File: src/rtl/btn_arb_pkg.sv
// Shared types and constants for the button command arbiter.
package btn_arb_pkg;

  typedef enum logic [1:0] {IDLE, VALID, HOLDOFF} arb_state_t;

  localparam int unsigned DROP_CNT_W = 8;

endpackage

File: src/rtl/btn_cmd_arbiter_if.sv
// Command handshake between the button arbiter and the plotter command decoder.
interface btn_cmd_arbiter_if #(
  parameter int unsigned ID_W = 2
);

  logic            cmd_valid;
  logic [ID_W-1:0] cmd_id;
  logic            cmd_ready;

  modport master (output cmd_valid, output cmd_id, input cmd_ready);
  modport slave  (input cmd_valid, input cmd_id, output cmd_ready);

endinterface

File: src/rtl/btn_cmd_arbiter_rr_pick.sv
// Combinational round-robin picker: rotate requests to start at ptr,
// take the lowest set bit, then map the offset back to a button index.
module rr_pick #(
  parameter int unsigned NUM_BTN = 4,
  parameter int unsigned ID_W    = $clog2(NUM_BTN)
) (
  input  logic [NUM_BTN-1:0] req,
  input  logic [ID_W-1:0]    ptr,
  output logic [ID_W-1:0]    gnt_id,
  output logic               gnt_any
);

  localparam int unsigned SUM_W = ID_W + 1;

  logic [NUM_BTN-1:0] rot;
  logic [SUM_W-1:0]   idx;
  logic [ID_W-1:0]    off;
  logic [SUM_W-1:0]   sum;

  always_comb begin
    rot = '0;
    idx = '0;
    off = '0;
    sum = '0;
    // Explicit wrap compare keeps non-power-of-two counts correct.
    for (int i = 0; i < NUM_BTN; i++) begin
      idx = {1'b0, ptr} + SUM_W'(i);
      if (idx >= SUM_W'(NUM_BTN)) idx = idx - SUM_W'(NUM_BTN);
      rot[i] = req[idx[ID_W-1:0]];
    end
    for (int i = NUM_BTN - 1; i >= 0; i--) begin
      if (rot[i]) off = ID_W'(i);
    end
    sum = {1'b0, off} + {1'b0, ptr};
    if (sum >= SUM_W'(NUM_BTN)) sum = sum - SUM_W'(NUM_BTN);
    gnt_id  = sum[ID_W-1:0];
    gnt_any = |req;
  end

endmodule

File: src/rtl/btn_cmd_arbiter.sv
// Queues debounced button presses and issues them round-robin as commands
// with a holdoff gap. Define BTN_ARB_DROP_CNT_EN to count coalesced presses.
module btn_cmd_arbiter
  import btn_arb_pkg::*;
#(
  parameter int unsigned NUM_BTN     = 4,
  parameter int unsigned ID_W        = $clog2(NUM_BTN),
  parameter int unsigned HOLDOFF_CYC = 50000,
  parameter int unsigned HOLDOFF_W   = 16
) (
  input  logic                  clk,
  input  logic                  rst,
  input  logic [NUM_BTN-1:0]    btn_pulse,
  input  logic [NUM_BTN-1:0]    btn_mask,
  btn_cmd_arbiter_if.master     cmd,
  output logic [NUM_BTN-1:0]    pending,
  output logic                  busy,
  output logic [DROP_CNT_W-1:0] drop_cnt
);

  arb_state_t           state;
  logic [ID_W-1:0]      rr_ptr;
  logic [HOLDOFF_W-1:0] hold_cnt;
  logic [ID_W-1:0]      win_id;
  logic                 win_any;
  logic [NUM_BTN-1:0]   gnt_vec_c;
  logic [NUM_BTN-1:0]   live_c;

  rr_pick #(
    .NUM_BTN (NUM_BTN),
    .ID_W    (ID_W)
  ) u_rr_pick (
    .req     (pending),
    .ptr     (rr_ptr),
    .gnt_id  (win_id),
    .gnt_any (win_any)
  );

  // One-hot grant this edge and unmasked presses this edge.
  always_comb begin
    gnt_vec_c = '0;
    if (state == IDLE && win_any) gnt_vec_c[win_id] = 1'b1;
    live_c = btn_pulse & ~btn_mask;
  end

  always_ff @(posedge clk or posedge rst) begin
    if (rst) begin
      state         <= IDLE;
      pending       <= '0;
      rr_ptr        <= '0;
      cmd.cmd_valid <= 1'b0;
      cmd.cmd_id    <= '0;
      hold_cnt      <= '0;
      busy          <= 1'b0;
    end else begin
      // A new press on the granted bit survives the grant clear.
      pending <= (pending & ~gnt_vec_c & ~btn_mask) | live_c;
      case (state)
        IDLE: begin
          if (win_any) begin
            cmd.cmd_id    <= win_id;
            rr_ptr        <= (win_id == ID_W'(NUM_BTN - 1)) ? '0 : win_id + ID_W'(1);
            cmd.cmd_valid <= 1'b1;
            busy          <= 1'b1;
            state         <= VALID;
          end
        end
        VALID: begin
          if (cmd.cmd_ready) begin
            cmd.cmd_valid <= 1'b0;
            if (HOLDOFF_CYC == 0) begin
              busy  <= 1'b0;
              state <= IDLE;
            end else begin
              hold_cnt <= HOLDOFF_W'(HOLDOFF_CYC - 1);
              state    <= HOLDOFF;
            end
          end
        end
        HOLDOFF: begin
          if (hold_cnt == '0) begin
            busy  <= 1'b0;
            state <= IDLE;
          end else begin
            hold_cnt <= hold_cnt - HOLDOFF_W'(1);
          end
        end
        default: begin
          cmd.cmd_valid <= 1'b0;
          busy          <= 1'b0;
          state         <= IDLE;
        end
      endcase
    end
  end

`ifdef BTN_ARB_DROP_CNT_EN
  logic drop_hit_c;

  assign drop_hit_c = |(live_c & pending & ~gnt_vec_c);

  // Saturating count of edges that coalesced at least one press.
  always_ff @(posedge clk or posedge rst) begin
    if (rst) begin
      drop_cnt <= '0;
    end else if (drop_hit_c && drop_cnt != '1) begin
      drop_cnt <= drop_cnt + DROP_CNT_W'(1);
    end
  end
`else
  assign drop_cnt = '0;
`endif

endmodule

File: src/flat_wrapper.sv
// flat-port wrapper written by rule: the top's interface ports become plain ports
module btn_cmd_arbiter_flat import btn_arb_pkg::*;
#(
  parameter int unsigned NUM_BTN     = 4,
  parameter int unsigned ID_W        = $clog2(NUM_BTN),
  parameter int unsigned HOLDOFF_CYC = 50000,
  parameter int unsigned HOLDOFF_W   = 16
)
  (clk, rst, btn_pulse, btn_mask, pending, busy, drop_cnt, cmd_cmd_valid, cmd_cmd_id, cmd_cmd_ready);
  btn_cmd_arbiter_if #(.ID_W(ID_W)) cmd_i ();
  input  logic clk;
  input  logic rst;
  input  logic [NUM_BTN-1:0] btn_pulse;
  input  logic [NUM_BTN-1:0] btn_mask;
  output logic [NUM_BTN-1:0] pending;
  output logic busy;
  output logic [DROP_CNT_W-1:0] drop_cnt;
  output wire logic [$bits(cmd_i.cmd_valid)-1:0] cmd_cmd_valid;
  output wire logic [$bits(cmd_i.cmd_id)-1:0] cmd_cmd_id;
  input wire logic [$bits(cmd_i.cmd_ready)-1:0] cmd_cmd_ready;
  assign cmd_cmd_valid = cmd_i.cmd_valid;
  assign cmd_cmd_id = cmd_i.cmd_id;
  assign cmd_i.cmd_ready = cmd_cmd_ready;
  btn_cmd_arbiter #(.NUM_BTN(NUM_BTN), .ID_W(ID_W), .HOLDOFF_CYC(HOLDOFF_CYC), .HOLDOFF_W(HOLDOFF_W)) u_core (.clk(clk), .rst(rst), .btn_pulse(btn_pulse), .btn_mask(btn_mask), .cmd(cmd_i), .pending(pending), .busy(busy), .drop_cnt(drop_cnt));
endmodule
File: config.mk
export PLATFORM = sky130hd
export DESIGN_NAME = btn_cmd_arbiter_flat
export DESIGN_NICKNAME = d
export VERILOG_FILES = /design/src/rtl/btn_arb_pkg.sv /design/src/rtl/btn_cmd_arbiter_if.sv /design/src/rtl/btn_cmd_arbiter_rr_pick.sv /design/src/rtl/btn_cmd_arbiter.sv /design/src/flat_wrapper.sv
export SDC_FILE = /design/constraint.sdc
export NUM_CORES = 1
export LEC_CHECK = 0
export CELL_PAD_IN_SITES_DETAIL_PLACEMENT = 0
export CELL_PAD_IN_SITES_GLOBAL_PLACEMENT = 1
export CORE_UTILIZATION = 42
export CTS_BUF_LIST = sky130_fd_sc_hd__clkbuf_8
export CTS_CLUSTER_SIZE = 10
export DETAILED_ROUTE_END_ITERATION = 12
export GPL_TIMING_DRIVEN = 0
export PLACE_DENSITY = 0.92
export SETUP_SLACK_MARGIN = 0.2
export SLEW_MARGIN = 20
export SYNTH_ARGS = -nofsm -noshare
export SYNTH_HDL_FRONTEND = slang
export SYNTH_SLANG_ARGS = --single-unit
File: constraint.sdc
create_clock -name clk -period 2.5 [get_ports clk]
set_input_delay 0.75 -clock clk [delete_from_list [all_inputs] [get_ports clk]]
set_output_delay 0.75 -clock clk [all_outputs]
set_load 0.02 [all_outputs]
==> summary.md, run 1 <==
| Metric | Value |
|---|---|
| Global-route wire length before repair | ~6500 um |
| Clk buf depth | 2 |
| Total Die Area | 0.004319 mm2 |
| Standby leakage power | a little over 0.9 nW |
| Root buffer cell | sky130_fd_sc_hd__clkbuf_8 |
| Post-layout total power | roughly 2.0 mW |
| Type of the worst setup path | flop to flop |
| Dominant synthesized flop cell | sky130_fd_sc_hd__dfrtp_1 |
| Layout Cells excl Fill | approximately 280 |
| Fin nets | approximately 250 |
| Clock period minus final worst setup slack | approximately 2.3 ns |
| Initial standard-cell utilization of the core | 0.4522 |
| Pwr per Cell Area | about 920 mW/mm2 |
| Post-synthesis to final-layout area growth | 30.23% |
| Proportion of synthesized flip-flops having asynchronous set or reset | 1.000 |
| Routed vias | approximately 1500 |
| Initial antenna violation count | 0 |
| TritonCTS sink count | 28 |
| Number of CTS-inserted buffers | 3 |
| # H-tree levels | 1 |
| Share of post-route cells with drive strength above 1 | 0.2314 |
| Proportion of synthesized chip area in sequential cells | 0.4109 |
| Synthesized cell area | roughly 0.0017 mm2 |
| Max-cap violation count | 0 |
| Number of distinct library cells after synthesis | between 40 and 50 |
| Sort of element at the start of the critical path | flop |
| Via density per instance | about 5.6 |
| Critical Path AT | around 2.5 ns |
| Hold crit path type | flop to flop |
| Final total negative setup slack | 0 ns |
| Post-detail-place hpwl | approximately 2600 um |
| GRT Resource Usage Total | 0.1932 |
| RSZ-0062 raised after global routing | true |
| Number of register bits inferred by synthesis | 28 |
| Count of final hold-check violations | 0 |
| Status | finished clean |
| Required time of the worst setup path | around 2.7 ns |
| Post-synth EDFFs | 0 |
| Largest driver fanout on the critical path | 6 |
| Cell depth of the worst flop-to-flop path | 11 |
| Hold Worst Slack | 0.4884 ns |
| Average wire per standard cell | between 10 and 15 um |
| Post-Route Skew | ~0.0025 ns |
| Clock insertion delay at the later pin of the skew report | roughly 0.27 ns |
| Port-buffer cells | 18 |
| Total of endpoints with negative setup slack in the final report | 0 |
| Number of DRC markers in iteration 0 | 180 |
| Final period util | 0.9392 |
| Antenna diode count | 0 |
| GR Overflow Total | 0 |
| Placed cells | 267 |
| Gate count of the mapped netlist | approximately 190 |
| Commonest cells after routing, fill and taps aside | sky130_fd_sc_hd__dfrtp_1, sky130_fd_sc_hd__nor2_1, sky130_fd_sc_hd__clkdlybuf4s50_1, sky130_fd_sc_hd__nand2_1, sky130_fd_sc_hd__buf_4 |
| Fill cell instance count of the final layout | 330 |
| Core outline area | approximately 0.0038 mm2 |
| Worst IR Drop VDD | ~0.35 mV |
| Syn avg cell area | 8.791 um2 |
| Die extent in x | ~66 um |
| IO Count | 27 |
| Routed wire length | between 3000 and 4000 um |
| Most frequent standard cell in the layout excluding fill and tap cells | sky130_fd_sc_hd__dfrtp_1 |
| Measured slew at the worst slew-check pin | 0.6591 ns |
| Number of instances on the worst hold path | 2 |
| Maximum number of pins on one net before global-route repair | 29 |
| Util after Layout | 0.5889 |
| Residual DRC | 0 |
| Via count of the first global-routing pass | between 1000 and 1500 |
| Critical Path Sink Type | flop |
| Placer's final routability congestion estimate | about 0.75 |
| Std-Cell Rows | 22 |
| Final antenna-violating net count | 0 |
| Number of max-slew violations in the final report | 0 |
| CTS clock-pin slew for the worst setup and hold paths | 0.10 ns |
| Height of the die | ~66 um |
| Clock tree from TritonCTS | yes |
| Highest clock rate | ~430 MHz |
| Warnings from Yosys | 0 |
| Worst max-slew margin expressed relative to the limit | 0.5585 |
| Detailed Routing Iterations Pass 1 | 4 |
per-layer routing:
| metal | part of all wire | GRT usage | vias up |
|---|---|---|---|
| met5 | 0 | 0 | - |
| met1 | 0.48 | 0.2796 | 732 |
| li1 | - | - | 766 |
| met2 | 0.48 | 0.3048 | 38 |
| met3 | 0.034 | 0.01736 | 4 |
| met4 | 0.0091 | 0.05435 | 0 |
synth_stat cells (2+ instances only):
library cell                instances  area (um2)
sky130_fd_sc_hd__ha_1               4       50.05
sky130_fd_sc_hd__a21oi_1            9       45.04
sky130_fd_sc_hd__a2111oi_0          6       52.55
sky130_fd_sc_hd__clkbuf_1          10       37.54
sky130_fd_sc_hd__or4_1              2       15.01
sky130_fd_sc_hd__nand2b_1           4       25.02
sky130_fd_sc_hd__nand4_1            3       18.77
sky130_fd_sc_hd__or2_2              3       18.77
sky130_fd_sc_hd__xor2_1             4       35.03
sky130_fd_sc_hd__and3b_1            2       17.52
sky130_fd_sc_hd__o21ai_0            8       40.04
sky130_fd_sc_hd__inv_1              3       11.26
sky130_fd_sc_hd__o211ai_1           2       15.01
sky130_fd_sc_hd__nor4_1             2       12.51
sky130_fd_sc_hd__dfrtp_1           28       700.7
sky130_fd_sc_hd__a211oi_1           3       22.52
sky130_fd_sc_hd__or3_1              5       31.28
sky130_fd_sc_hd__nand2_1           17       63.81
sky130_fd_sc_hd__o31ai_1            3       22.52
sky130_fd_sc_hd__nor3_1             9       45.04
sky130_fd_sc_hd__and4_1             2       17.52
sky130_fd_sc_hd__nor2_1            22       82.58
sky130_fd_sc_hd__and3_1             3       18.77
sky130_fd_sc_hd__buf_4              8       60.06
sky130_fd_sc_hd__nand3_1            4       20.02
sky130_fd_sc_hd__a31oi_1            5       31.28
timing repair:
item / in CTS / in global routing
buffers inserted: 2 / 4
endpoints found under the setup margin: 6 / 8
pin swaps: 5 / 8
hold buffers: 0 / 0
gates resized for setup: 16 / 18
gates cloned: 0 / 0
report_power, final:
part	total (mW)	switching, mW	internal, mW
combinational	1.16	0.632	0.530
clock	0.283	0.142	0.141
sequential	0.602	0.0574	0.545
total	2.05	0.831	1.22
cell type report:
class                   instances  area, um2  share of cell area
plain buffers                  20      141.4             0.06366
clock buffers                   4      55.05             0.02479
inverters                       3      11.26            0.005070
multi-input cells             150       1026              0.4620
flip-flops and latches         28      701.9              0.3161
well taps                      48      60.06             0.02704
repair buffers                 24      225.2              0.1014
final timing paths:
kind / from / slack [ns] / to
setup / recovery: u_core.pending[0]$_DFF_PP0_ / 0.15 / u_core.pending[3]$_DFF_PP0_
hold / removal: u_core.cmd.cmd_id[0]$_DFFE_PP0P_ / 0.49 / u_core.cmd.cmd_id[0]$_DFFE_PP0P_
setup reg to reg: u_core.pending[0]$_DFF_PP0_ / 0.15 / u_core.pending[3]$_DFF_PP0_
hold reg to reg: u_core.cmd.cmd_id[0]$_DFFE_PP0P_ / 0.49 / u_core.cmd.cmd_id[0]$_DFFE_PP0P_
max in group asynchronous: rst / 1.24 / u_core.pending[0]$_DFF_PP0_
min in group asynchronous: rst / 0.85 / u_core.cmd.cmd_id[0]$_DFFE_PP0P_
logic make-up after synthesis:
family          after synthesis  synth area share
simple gates                 91            0.2935
compound gates               41            0.1592
flops                        28            0.4109
buf+inv                      23           0.07337
xor+xnor                      5           0.02568
fa+ha+maj                     4           0.02935
other cells                   1          0.002199
mux                           1          0.005870
through the flow:
step / area [um2] / setup slack, ns
after floorplan: 1748 / 0.2101
after global placement: 1988 / 0.07909
after detailed placement: 1988 / 0.04512
after CTS: 2128 / 0.2010
after global routing: 2221 / 0.06523
final: 2221 / 0.1520
sequential cells by signal, indices dropped and copies added (netlist names):
signal and count:
u_core.cmd.cmd_valid 1, u_core.hold_cnt 16, u_core.busy 1, u_core.state 2, u_core.pending 4, u_core.rr_ptr 2, u_core.cmd.cmd_id 2
worst max-delay path, stage by stage, from the launching register on:
cell	delay, ns
sky130_fd_sc_hd__dfrtp_2	0.42
sky130_fd_sc_hd__buf_8	0.13
sky130_fd_sc_hd__or4_4	0.54
sky130_fd_sc_hd__o2111ai_4	0.09
sky130_fd_sc_hd__ha_4	0.21
sky130_fd_sc_hd__xnor2_4	0.10
sky130_fd_sc_hd__and3_4	0.20
sky130_fd_sc_hd__nor2_2	0.08
sky130_fd_sc_hd__ha_2	0.21
sky130_fd_sc_hd__nand2_2	0.06
sky130_fd_sc_hd__a21oi_2	0.15
sky130_fd_sc_hd__nor2_1	0.05
No activity file was read; power rests on OpenSTA's default activity.
==> inputs of run 2 (changes only) <==
CAP_MARGIN = 20   (was default)
CORE_UTILIZATION = 49   (was 42)
DONT_BUFFER_PORTS = 1   (was default)
PLACE_DENSITY = 0.91   (was 0.92)
==> summary.md, run 2 (synthesis gave the netlist of run 1 again) <==
| Metric | Value |
|---|---|
| Initial antenna violation count | 0 (unchanged) |
| Via density per instance | 5.863 (+5.5%) |
| Clk buf depth | 2 (unchanged) |
| Register ranked first by flip-flop count | u_core.hold_cnt |
| Total of endpoints with negative setup slack in the final report | 0 (unchanged) |
| Placer's final routability congestion estimate | 0.7753 (+2.8%) |
| Clock tree from TritonCTS | yes |
| Fin nets | 226 (-7.8%) |
| Routed wire length | 3986 um (+3.5%) |
| Sort of element at the start of the critical path | flop |
| Residual DRC | 0 (unchanged) |
| Placed cells | 247 (-7.5%) |
| Detailed Routing Iterations Pass 1 | 4 (unchanged) |
| Hold crit path type | input port to async pin |
| # H-tree levels | 1 (unchanged) |
| Die extent in x | 61.00 um (-7.2%) |
| Standby leakage power | 0.8503 nW (-7.4%) |
| Crit path buf inv count | 1 (unchanged) |
| Type of the worst setup path | flop to flop |
| Initial standard-cell utilization of the core | 0.5111 (+0.05884) |
| Fill cell instance count of the final layout | 292 (-12%) |
| Measured slew at the worst slew-check pin | 0.7645 ns (+0.1053 ns) |
| Final period util | 0.9325 (-0.006708) |
| Post-synthesis to final-layout area growth | 20.40% |
| Routed vias | 1501 (-2.5%) |
| Maximum number of pins on one net before global-route repair | 29 (unchanged) |
| Via count of the first global-routing pass | 1367 (-1.8%) |
| Worst slack after detailed placement | -0.04701 ns (-0.09213 ns) |
| Levels on crit path | 7 (-4) |
| Cts-stage hold buffer count | 0 (unchanged) |
| Worst IR Drop VDD | 0.4456 mV (+29%) |
| Clock period minus final worst setup slack | 2.331 ns (-0.01677 ns) |
| Commonest cells after routing, fill and taps aside | sky130_fd_sc_hd__dfrtp_1, sky130_fd_sc_hd__nor2_1, sky130_fd_sc_hd__nand2_1, sky130_fd_sc_hd__buf_4, sky130_fd_sc_hd__nor3_1 |
| Largest driver fanout on the critical path | 9 (+3) |
| Sequence of cells on the critical path | clkbuf_8, or4_4, o2111ai_4, ha_4, xor2_1, nor3_1, a2111oi_1 |
| Number of DRC markers in iteration 0 | 46 (-74%) |
| Global-route wire length before repair | 5947 um (-8.7%) |
| GRT Resource Usage Total | 0.2174 (+0.02414) |
| Final antenna-violating net count | 0 (unchanged) |
| Area of all placed cells without fillers | 0.002053 mm2 (-7.5%) |
| Root buffer cell | sky130_fd_sc_hd__clkbuf_8 |
| Max stage delay on crit path | 0.49 ns (-0.05 ns) |
| Standard cell with the maximum stage delay on the critical path | sky130_fd_sc_hd__or4_4 |
| TritonCTS sink count | 28 (unchanged) |
| Max reg flops | 16 (unchanged) |
| Std-Cell Rows | 21 (-4.5%) |
| Antenna diode count | 0 (unchanged) |
| Average wire per standard cell | 15.57 um (+12%) |
| Status | finished clean |
| Post-Route Skew | 0.004113 ns (+0.001572 ns) |
| Critical Path Sink Type | flop |
| CTS clock-pin slew for the worst setup and hold paths | 0.09 ns (about the same) |
| Layout Cells excl Fill | 256 (-7.6%) |
| Share of post-route cells with drive strength above 1 | 0.2571 (+0.02570) |
| Max-cap violation count | 0 (unchanged) |
| Most frequent standard cell in the layout excluding fill and tap cells | sky130_fd_sc_hd__dfrtp_1 |
| Pwr per Cell Area | 968.6 mW/mm2 (+5.1%) |
| IO Count | 27 (unchanged) |
| Largest registers in the final layout | u_core.hold_cnt: 16 flops, u_core.pending: 4 flops |
| Final worst slack | 0.1688 ns (+0.01677 ns) |
| Reg2reg setup slack | 0.17 ns (+0.02 ns) |
| Number of max-slew violations in the final report | 0 (unchanged) |
| Total Die Area | 0.003720 mm2 (-14%) |
| GR Overflow Total | 0 (unchanged) |
| Kind of cell adding the most delay to the critical path | simple AND/OR/NAND/NOR gates |
| Highest clock rate | 429.0 MHz (+0.72%) |
| Worst setup path startpoint | u_core.pending[2]$_DFF_PP0_ |
| Height of the die | 61.00 um (-7.2%) |
| Placed inst area | 0.001805 mm2 (-9.2%) |
| Core outline area | 0.003337 mm2 (-12%) |
| Worst max-slew margin expressed relative to the limit | 0.4864 (-0.07209) |
| Cell depth of the worst flop-to-flop path | 7 (-4) |
| Clock insertion delay at the later pin of the skew report | 0.27 ns (about the same) |
| Number of CTS-inserted buffers | 3 (unchanged) |
| Critical R2R Capture | u_core.pending[1]$_DFF_PP0_ |
| Port-buffer cells | 0 (-18) |
| Worst setup path endpoint | u_core.pending[1]$_DFF_PP0_ |
| Count of final hold-check violations | 0 (unchanged) |
| Reg2reg start | u_core.pending[2]$_DFF_PP0_ |
| Required time of the worst setup path | 2.64 ns (-0.03 ns) |
| Post-detail-place hpwl | 2712 um (+6.3%) |
| Critical Path AT | 2.47 ns (-0.05 ns) |
| Final total negative setup slack | 0 ns (unchanged) |
| RSZ-0062 raised after global routing | true |
## run 2: final cells by class
| cell class | count | area [um2] | share of cell area |
|---|---|---|---|
| multi-input cells | 150 | 1033 | 0.5034 |
| flip-flops and latches | 28 | 705.7 | 0.3437 |
| plain buffers | 20 | 148.9 | 0.07252 |
| well taps | 46 | 57.56 | 0.02803 |
| clock buffers | 4 | 55.05 | 0.02681 |
| repair buffers | 5 | 41.29 | 0.02011 |
| inverters | 3 | 11.26 | 0.005484 |
## run 2: worst min path at each step
stage / start / to / cells past startpoint
floorplan: u_core.hold_cnt[0]$_DFFE_PP0P_ / u_core.hold_cnt[0]$_DFFE_PP0P_ / 1
global route: rst / u_core.hold_cnt[8]$_DFFE_PP0P_ / 1
finish: rst / u_core.hold_cnt[8]$_DFFE_PP0P_ / 1
detailed placement: u_core.hold_cnt[0]$_DFFE_PP0P_ / u_core.hold_cnt[0]$_DFFE_PP0P_ / 1
global placement: u_core.hold_cnt[0]$_DFFE_PP0P_ / u_core.hold_cnt[0]$_DFFE_PP0P_ / 1
CTS: u_core.hold_cnt[0]$_DFFE_PP0P_ / u_core.hold_cnt[0]$_DFFE_PP0P_ / 1
## run 2: layer usage
layer	up-vias	wire length, um	global-route usage
li1	725	-	-
met1	723	1671	0.2540
met2	45	2105	0.4035
met3	8	161	0.03412
met4	0	48	0.07143
met5	-	0	0
## run 2: stage by stage
stage / utilization / hold WS [ns] / power (mW)
2_1_floorplan: - / 0.4607 / 1.215
3_3_place_gp: 0.5411 / 0.4870 / 1.332
3_5_place_dp: 0.5411 / 0.4965 / 1.373
4_1_cts: 0.6082 / 0.5107 / 1.968
5_1_grt: 0.6153 / 0.4582 / 2.129
6_report: 0.6153 / 0.4227 / 1.989
## run 2: power breakdown
part | switching, mW | leakage, nW | internal [mW]
combinational | 0.577 | 0.500 | 0.472
clock | 0.138 | 0.0288 | 0.141
sequential | 0.115 | 0.321 | 0.546
total | 0.830 | 0.850 | 1.16
## run 2: worst register-to-register path, cell delays in order (launching register included)
cell and delay (ns):
sky130_fd_sc_hd__dfrtp_2 0.47, sky130_fd_sc_hd__clkbuf_8 0.18, sky130_fd_sc_hd__or4_4 0.49, sky130_fd_sc_hd__o2111ai_4 0.09, sky130_fd_sc_hd__ha_4 0.20, sky130_fd_sc_hd__xor2_1 0.28, sky130_fd_sc_hd__nor3_1 0.08, sky130_fd_sc_hd__a2111oi_1 0.41
## run 2: timing repair
item / 4_1_cts / 5_1_grt
setup endpoints to repair: 6 / 7
pin swaps: 10 / 10
gates resized for setup: 30 / 6
buffers inserted: 5 / 0
